$ cat config.mk
export PLATFORM = sky130hd
export DESIGN_NAME = regfile_write_buffer
export DESIGN_NICKNAME = d
export VERILOG_FILES = /design/src/rtl/regbuf_pkg.sv /design/src/rtl/regbuf_fifo.sv /design/src/rtl/regfile_write_buffer.sv
export SDC_FILE = /design/constraint.sdc
export NUM_CORES = 1
export LEC_CHECK = 0
export CORE_UTILIZATION = 51
export DETAILED_ROUTE_END_ITERATION = 10
export HOLD_SLACK_MARGIN = 0.1
export PLACE_DENSITY = 0.77
export SYNTH_ARGS = -nofsm -noshare
export SYNTH_HDL_FRONTEND = slang
export SYNTH_SLANG_ARGS = --single-unit
$ cat constraint.sdc
create_clock -name clock -period 3.2 [get_ports clock]
set_clock_uncertainty 0.15 [all_clocks]
set_input_delay 0.64 -clock clock [delete_from_list [all_inputs] [get_ports clock]]
set_output_delay 0.64 -clock clock [all_outputs]
set_load 0.05 [all_outputs]
$ cat src/rtl/regbuf_pkg.sv
// regbuf_pkg: shared widths, entry/state types and the forwarding scan step used by regfile_write_buffer.
package regbuf_pkg;

    localparam int ADDR_W = 5;
    localparam int DATA_W = 32;

    typedef struct packed {
        logic [ADDR_W-1:0] addr;
        logic [DATA_W-1:0] data;
    } entry_t;

    typedef enum logic [1:0] {IDLE, WRITE, GAP} state_t;

    // Callers feed entries oldest first, so a later hit overrides an earlier one.
    function automatic logic [DATA_W:0] youngest_match(
        input logic [DATA_W:0] acc,
        input logic            vld,
        input entry_t          e,
        input logic [ADDR_W-1:0] key
    );
        return (vld && key != '0 && e.addr == key) ? {1'b1, e.data} : acc;
    endfunction

endpackage

$ cat src/rtl/regbuf_fifo.sv
// regbuf_fifo: circular entry store with count/full/empty and an oldest-first view of all entries.
module regbuf_fifo
    import regbuf_pkg::*;
#(
    parameter int DEPTH = 4
)(
    input  logic                   clock,
    input  logic                   reset,
    input  logic                   i_push,
    input  logic                   i_pop,
    input  entry_t                 i_entry,
    output entry_t                 o_head,
    output logic                   o_full,
    output logic                   o_empty,
    output logic [$clog2(DEPTH):0] o_count,
    output entry_t [DEPTH-1:0]     o_entries,
    output logic [DEPTH-1:0]       o_valid
);

    localparam int PW = $clog2(DEPTH);

    entry_t        r_mem [DEPTH];
    logic [PW-1:0] r_head;
    logic [PW-1:0] r_tail;
    logic [PW:0]   r_count;

    always_ff @(posedge clock) begin
        if (reset) begin
            r_head  <= '0;
            r_tail  <= '0;
            r_count <= '0;
        end else begin
            r_head  <= i_pop ? r_head + 1'b1 : r_head;
            r_tail  <= i_push ? r_tail + 1'b1 : r_tail;
            r_count <= r_count + {{PW{1'b0}}, i_push} - {{PW{1'b0}}, i_pop};
        end
    end

    always_ff @(posedge clock)
        if (i_push) r_mem[r_tail] <= i_entry;

    // Rotate so index 0 is the head; the scan then runs oldest to youngest.
    always_comb begin
        for (int k = 0; k < DEPTH; k++) begin
            o_entries[k] = r_mem[r_head + PW'(k)];
            o_valid[k]   = (PW+1)'(k) < r_count;
        end
    end

    assign o_head  = r_mem[r_head];
    assign o_full  = r_count == (PW+1)'(DEPTH);
    assign o_empty = r_count == '0;
    assign o_count = r_count;

endmodule

$ cat src/rtl/regfile_write_buffer.sv
// regfile_write_buffer: queues writeback writes and replays each as a one-cycle RegWrite pulse, forwarding pending values.
// Define REGBUF_BYPASS_EN to also forward the write being accepted in the current cycle.
module regfile_write_buffer #(
    parameter int DEPTH  = 4,
    parameter int ADDR_W = regbuf_pkg::ADDR_W,
    parameter int DATA_W = regbuf_pkg::DATA_W
)(
    input  logic                   clock,
    input  logic                   reset,
    input  logic                   wb_valid,
    output logic                   wb_ready,
    input  logic [ADDR_W-1:0]      wb_reg,
    input  logic [DATA_W-1:0]      wb_data,
    output logic                   rf_RegWrite,
    output logic [ADDR_W-1:0]      rf_writeRegister,
    output logic [DATA_W-1:0]      rf_writeData,
    input  logic [ADDR_W-1:0]      lookup_reg1,
    input  logic [ADDR_W-1:0]      lookup_reg2,
    output logic                   fwd_hit1,
    output logic [DATA_W-1:0]      fwd_data1,
    output logic                   fwd_hit2,
    output logic [DATA_W-1:0]      fwd_data2,
    output logic [$clog2(DEPTH):0] count,
    output logic                   idle
);

    import regbuf_pkg::*;

    state_t             r_state;
    entry_t             w_in;
    entry_t             w_head;
    entry_t [DEPTH-1:0] w_entries;
    logic [DEPTH-1:0]   w_valid;
    logic               w_full;
    logic               w_empty;
    logic               w_accept;
    logic               w_push;
    logic [DATA_W:0]    w_fwd1;
    logic [DATA_W:0]    w_fwd2;

    // $zero writes complete the handshake but are dropped here.
    assign w_in     = {wb_reg, wb_data};
    assign wb_ready = !w_full;
    assign w_accept = wb_valid && wb_ready;
    assign w_push   = w_accept && wb_reg != '0;
    assign idle     = w_empty && r_state == IDLE;

    regbuf_fifo #(.DEPTH(DEPTH)) u_fifo (
        .clock     (clock),
        .reset     (reset),
        .i_push    (w_push),
        .i_pop     (r_state == WRITE),
        .i_entry   (w_in),
        .o_head    (w_head),
        .o_full    (w_full),
        .o_empty   (w_empty),
        .o_count   (count),
        .o_entries (w_entries),
        .o_valid   (w_valid)
    );

    always_ff @(posedge clock) begin
        if (reset) begin
            r_state          <= IDLE;
            rf_RegWrite      <= 1'b0;
            rf_writeRegister <= '0;
            rf_writeData     <= '0;
        end else begin
            case (r_state)
                IDLE: if (!w_empty) begin
                    rf_RegWrite      <= 1'b1;
                    rf_writeRegister <= w_head.addr;
                    rf_writeData     <= w_head.data;
                    r_state          <= WRITE;
                end
                WRITE: begin
                    rf_RegWrite <= 1'b0;
                    r_state     <= GAP;
                end
                default: r_state <= IDLE;
            endcase
        end
    end

    always_comb begin
        w_fwd1 = '0;
        w_fwd2 = '0;
        for (int k = 0; k < DEPTH; k++) begin
            w_fwd1 = youngest_match(w_fwd1, w_valid[k], w_entries[k], lookup_reg1);
            w_fwd2 = youngest_match(w_fwd2, w_valid[k], w_entries[k], lookup_reg2);
        end
`ifdef REGBUF_BYPASS_EN
        w_fwd1 = youngest_match(w_fwd1, w_accept, w_in, lookup_reg1);
        w_fwd2 = youngest_match(w_fwd2, w_accept, w_in, lookup_reg2);
`endif
    end

    assign fwd_hit1  = w_fwd1[DATA_W];
    assign fwd_data1 = w_fwd1[DATA_W-1:0];
    assign fwd_hit2  = w_fwd2[DATA_W];
    assign fwd_data2 = w_fwd2[DATA_W-1:0];

endmodule
* Yosys cells after proc, flatten, opt, wreduce, memory -nomap -nowiden *
Memories as Yosys holds them, arrays and structs flattened. A register that Yosys moved wholly into a read port is not among the register bits.
Index checks and enable logic that the tools add are counted.

storage, ports and cells
  memories = 1
  input port bits = 50
  memory bits (writable) = 148
  output and inout bits = 109
  logic and storage cells = 74
  bits in registers = 47

cells by class
  $lt $le $gt $ge = 4
  $add $sub $neg = 6
  mux-type cells = 16
  equality and inequality tests = 11
  reduce and logical (&&, ||, !) cells = 28
  bitwise gates (word level) = 1

memory list
  memory        depth  width  read ports  clocked after memory_dff  write ports  line               text
  u_fifo.r_mem  4      37     4           1                         1            regbuf_fifo.sv:22  entry_t r_mem [DEPTH];

operators by type and width
  cell                 count
  $mux 33              8
  $eq 5x5->1           8
  $logic_and 1x1->1    19
  $reduce_bool 5->1    3
  $lt 1x3->1 const A   2
  $lt 2x3->1 const A   2
  $mux 2               3
  $add 2x1->2 const B  2
  $add 2x2->2 const B  2
  $pmux 2 s2           1
  $reduce_and 2->1     2
  $add 3x1->3          1
  $eq 3x3->1 const B   1
  $logic_not 3->1      1
  $mux 1               3
  $sub 3x1->3          1
  $eq 2x1->1 const B   1
  $logic_not 2->1      1
  $ne 2x2->1 const B   1
  $pmux 1 s2           1
  $reduce_bool 2->1    1
  $logic_not 1->1      1
  $not 1->1            1

* Longest topological paths before layout *
  word-level depth = 7
  gate-level depth with buffers = 11

* Cells and area by module *
A second synthesis with hierarchy kept.

second synthesis, totals
  cells, all modules = 1018
  area total of the unflattened synthesis = 12823.5 µm²

modules (own cells, without submodules)
  module                seq. area each (µm²)  times used  area an instance (µm²)  cells an instance
  regbuf_fifo           4624.4                1           8790.9                  416
  regfile_write_buffer  800.8                 1           4032.6                  602

* Worst setup path before layout *
No wires, ideal clock.

  path kind = input-to-output
  from = input port lookup_reg2[2]
  to = output port fwd_data2[1]
  stages on the path = 9
  buffers on the path = 2
  data arrival time = 3330 ps
  data required time = 2410 ps
  path slack = -920 ps
  path through = clkbuf_1 > nor4_1 > a211o_1 > a221o_1 > nor4_4 > buf_6 > nand3b_1 > a21o_1 > a31oi_1

on the way
  longest elaborated chain between the ends = 7
  elaborated cells between the ends (all ways) = 17
  classes of those cells = eq/ne (4); mux (4); reduce/logical (9)

RTL lines
  item                             line                        text
  from (decl)                      regfile_write_buffer.sv:18  input logic [ADDR_W-1:0] lookup_reg2,
  $reduce_bool 5->1                regbuf_pkg.sv:21            return (vld && key != '0 && e.addr == key) ? {1'b1, e.data} : acc;
  $logic_and 1x1->1 (2 in series)  regbuf_pkg.sv:21
  $mux 33 (3 in series)            regbuf_pkg.sv:21
  $mux 33 (*)                      regbuf_pkg.sv:21
  to (decl)                        regfile_write_buffer.sv:22  output logic [DATA_W-1:0] fwd_data2,

Every way passes the cells marked *; elsewhere a longest branch is shown, timed or not.

==> flow_summary.yaml <==
place:
  port_buffers: 158
  place.gp.congestion: 0.891
  dp_hpwl_mm: 25.6
  postPlaceCellArea_um2: 16700
synthesis:
  synth-async-reset-ratio: 0
  synth_top_area_share: 0.351
  syn-num-nets: 1232
  synth-simple-area-share: 0.113
  yosysSeqAreaShare: 0.429
  synthFlopType: "edfxtp_1"
  synth_top_family_by_area: "multiplexers"
  synth.distinct_cells: 50
  syn_area_per_cell_um2: 10.8
  synth-compound-area-share: 0.125
  synth_top_area_cell: "edfxtp_1"
  ys_ff_latch: 197
  synth_xor_area_frac: 0.0298
  synth_edf_count: 148
  ys_warn_count: 0
  syn-instance-count: 1173
  mappedNetlistArea_um2: 12600
  synth_common_cells: "nand2_1, mux2i_1, edfxtp_1, clkbuf_1, mux4_2"
  synth.most_common_cell: "nand2_1"
  synth_mux_area_frac: 0.255
  yosys.area_share.adder: 0.00950
  yosys-top-cells-area: "edfxtp_1, mux2i_1, mux4_2"
die:
  fp.coreArea_um2: 24300
  ioPinCount: 159
  start_util: 0.520
  std_cell_rows: 57
  die_w_um: 159
  fp.dieH_um: 159
  fp.dieArea_um2: 25400
global_routing:
  grt_pass1_vias: 11000
  antenna_found_initial: 1
  grt_first_pass_wirelength_mm: 60.9
  grt_max_degree: 97
  grt_overflow: 0
  grt_util_all_layers: 0.308
cells_and_area:
  final_util: 0.756
  drive_above_1_share: 0.345
  antennaDiodeCount: 0
  area_growth_pct: 45.4
  nFillCells: 1513
  fin_nets: 1468
  finalInstanceArea_um2: 18400
timing:
  worst_slack_ps: -885
  fmax_mhz: 245
  slew_violations: 0
  hold_viol: 0
  finalSetupViolCount: 66
  fin_crit_ps: 4080
  relSlewSlack: 0.375
  worstMarginPinSlew_ps: 935
  rsz0062_at_grt: "true"
  holdWs_ps: 307
  finalCritPeriodShare: 1.28
routing:
  wl_met2_mm: 19.6
  drc_errors: 0
  wl_per_cell_um: 22.9
  drt_wl_total_mm: 40.0
  viasPerCell: 6.32
  via_count: 11000
  ant_nets: 0
  top_layer: "met5"
  firstDrtPassIters: 5
  wl_met1_mm: 15.7
  wl_met3_mm: 3.69
  drtIter0Drc: 1034
setup_path:
  path_max_fanout: 8
  worst_ep_arrival_time_ps: 3290
  critPathKind: "flop to primary output"
  critPathRequiredTime_ps: 2410
  crit_path_end_kind: "primary output"
  start_kind: "flop"
clocking:
  cts_tree: "done"
  clk_pin_slew_ps: 80
  root_buffer: "clkbuf_16"
  cts_htree_levels: 4
  clockBufferDepth: 2
  clock_sinks: 197
  cts_made_buffers: 17
  clk-insertion-delay-late_ps: 450
power:
  powerDensity_nw_per_um2: 719
  ir_drop_v: 0.000712
  p_leak_nw: 6.01
run_status:
  violations: "setup timing"
  status: "finished with violations"
worst_hold_path:
  hp-class: "flop to flop"
flow_run:
  cap_violations: 0
area by class of cell:
| cell class | count | area (um^2) | area share |
|---|---|---|---|
| tap | 324 | 405 | 0.0220 |
| multi-input combinational | 860 | 8010 | 0.436 |
| clock inverter | 15 | 194 | 0.0105 |
| clock buffer | 17 | 425 | 0.0231 |
| inverter | 12 | 45.0 | 0.00245 |
| timing repair buffer | 321 | 3870 | 0.210 |
| sequential | 197 | 5440 | 0.296 |
per-stage QoR:
stage          instances  setup WS (ps)  total power (W)  TNS (ps)
2_1_floorplan       1173           -266          0.00822    -10580
3_3_place_gp        1671           -712           0.0103    -41480
3_5_place_dp        1671           -748           0.0104    -43460
4_1_cts             1735           -824           0.0130    -48480
5_1_grt             1746           -945           0.0138    -57350
6_report            1746           -885           0.0132    -52290
what timing repair did:
action                                 CTS  global route
endpoints found under the hold margin    0             0
setup endpoints to repair               66            67
gates resized for setup                 81            48
buffers inserted                        29             7
gates cloned                             3             4
hold buffers                             0             0
pin swaps                               22            42
metal layers:
layer  vias up  GRT usage
met1      5429      0.395
met4         2      0.118
met3        89     0.0677
met5         -          0
met2       616      0.510
li1       4903          -
cell families (layout without fill, tap and decap cells):
family          count (synthesis)  in the layout
compound gates                239            239
xor+xnor                       43             43
fa+ha+maj                       9              9
buf+inv                       116            365
flops                         197            197
mux                           246            246
simple gates                  323            323
critical path, cell delays in order, from the launching register on:
cell and delay (ps):
edfxtp_1 450, mux4_2 540, a211o_1 250, a221o_1 340
nor4_4 240, buf_6 200, clkbuf_16 180, nand3b_1 90
a21o_1 200, a31oi_4 200, buf_12 170
report_power, final:
part	switching, W	leakage, nW	internal [W]
clock	0.00113	0.302	0.00108
combinational	0.00448	3.94	0.00299
sequential	0.000305	1.76	0.00324
flip-flops by register name, summed over array words and instances, names as in the netlist, named ones only:
| name | cells |
|---|---|
| u_fifo.o_count | 3 |
| u_fifo.r_mem | 148 |
| rf_writeData | 32 |
| rf_RegWrite | 1 |
| r_state | 2 |
| rf_writeRegister | 5 |
| u_fifo.r_tail | 2 |
| u_fifo.r_head | 2 |
path summary, 6_finish.rpt:
check	to	slack [ps]	cells after the start	startpoint
max	fwd_data2[2]	-880	10	u_fifo.r_mem[3][34]
min	rf_writeRegister[0]	310	2	rf_writeRegister[0]
max reg2reg	u_fifo.o_count[2]	600	12	u_fifo.o_count[0]
min reg2reg	rf_writeRegister[0]	310	2	rf_writeRegister[0]
cell usage in the layout, fill, tap and decap left out, drive strengths merged, types with 7 or more instances in the layout:
master and n:
o221ai 23, mux2i 155, a31oi 31, xor2 12
dfxtp 49, mux2 33, o211ai 22, mux4 58
xnor2 31, edfxtp 148, nand2 202, clkbuf 22
nand3b 32, a21o 31, nor3 7, a221o 11
clkdlybuf4s50 90, a21oi 54, ha 8, nor2 56
o21ai 51, inv 21, buf 225
Note: power is estimated with default switching activity, not from simulation.
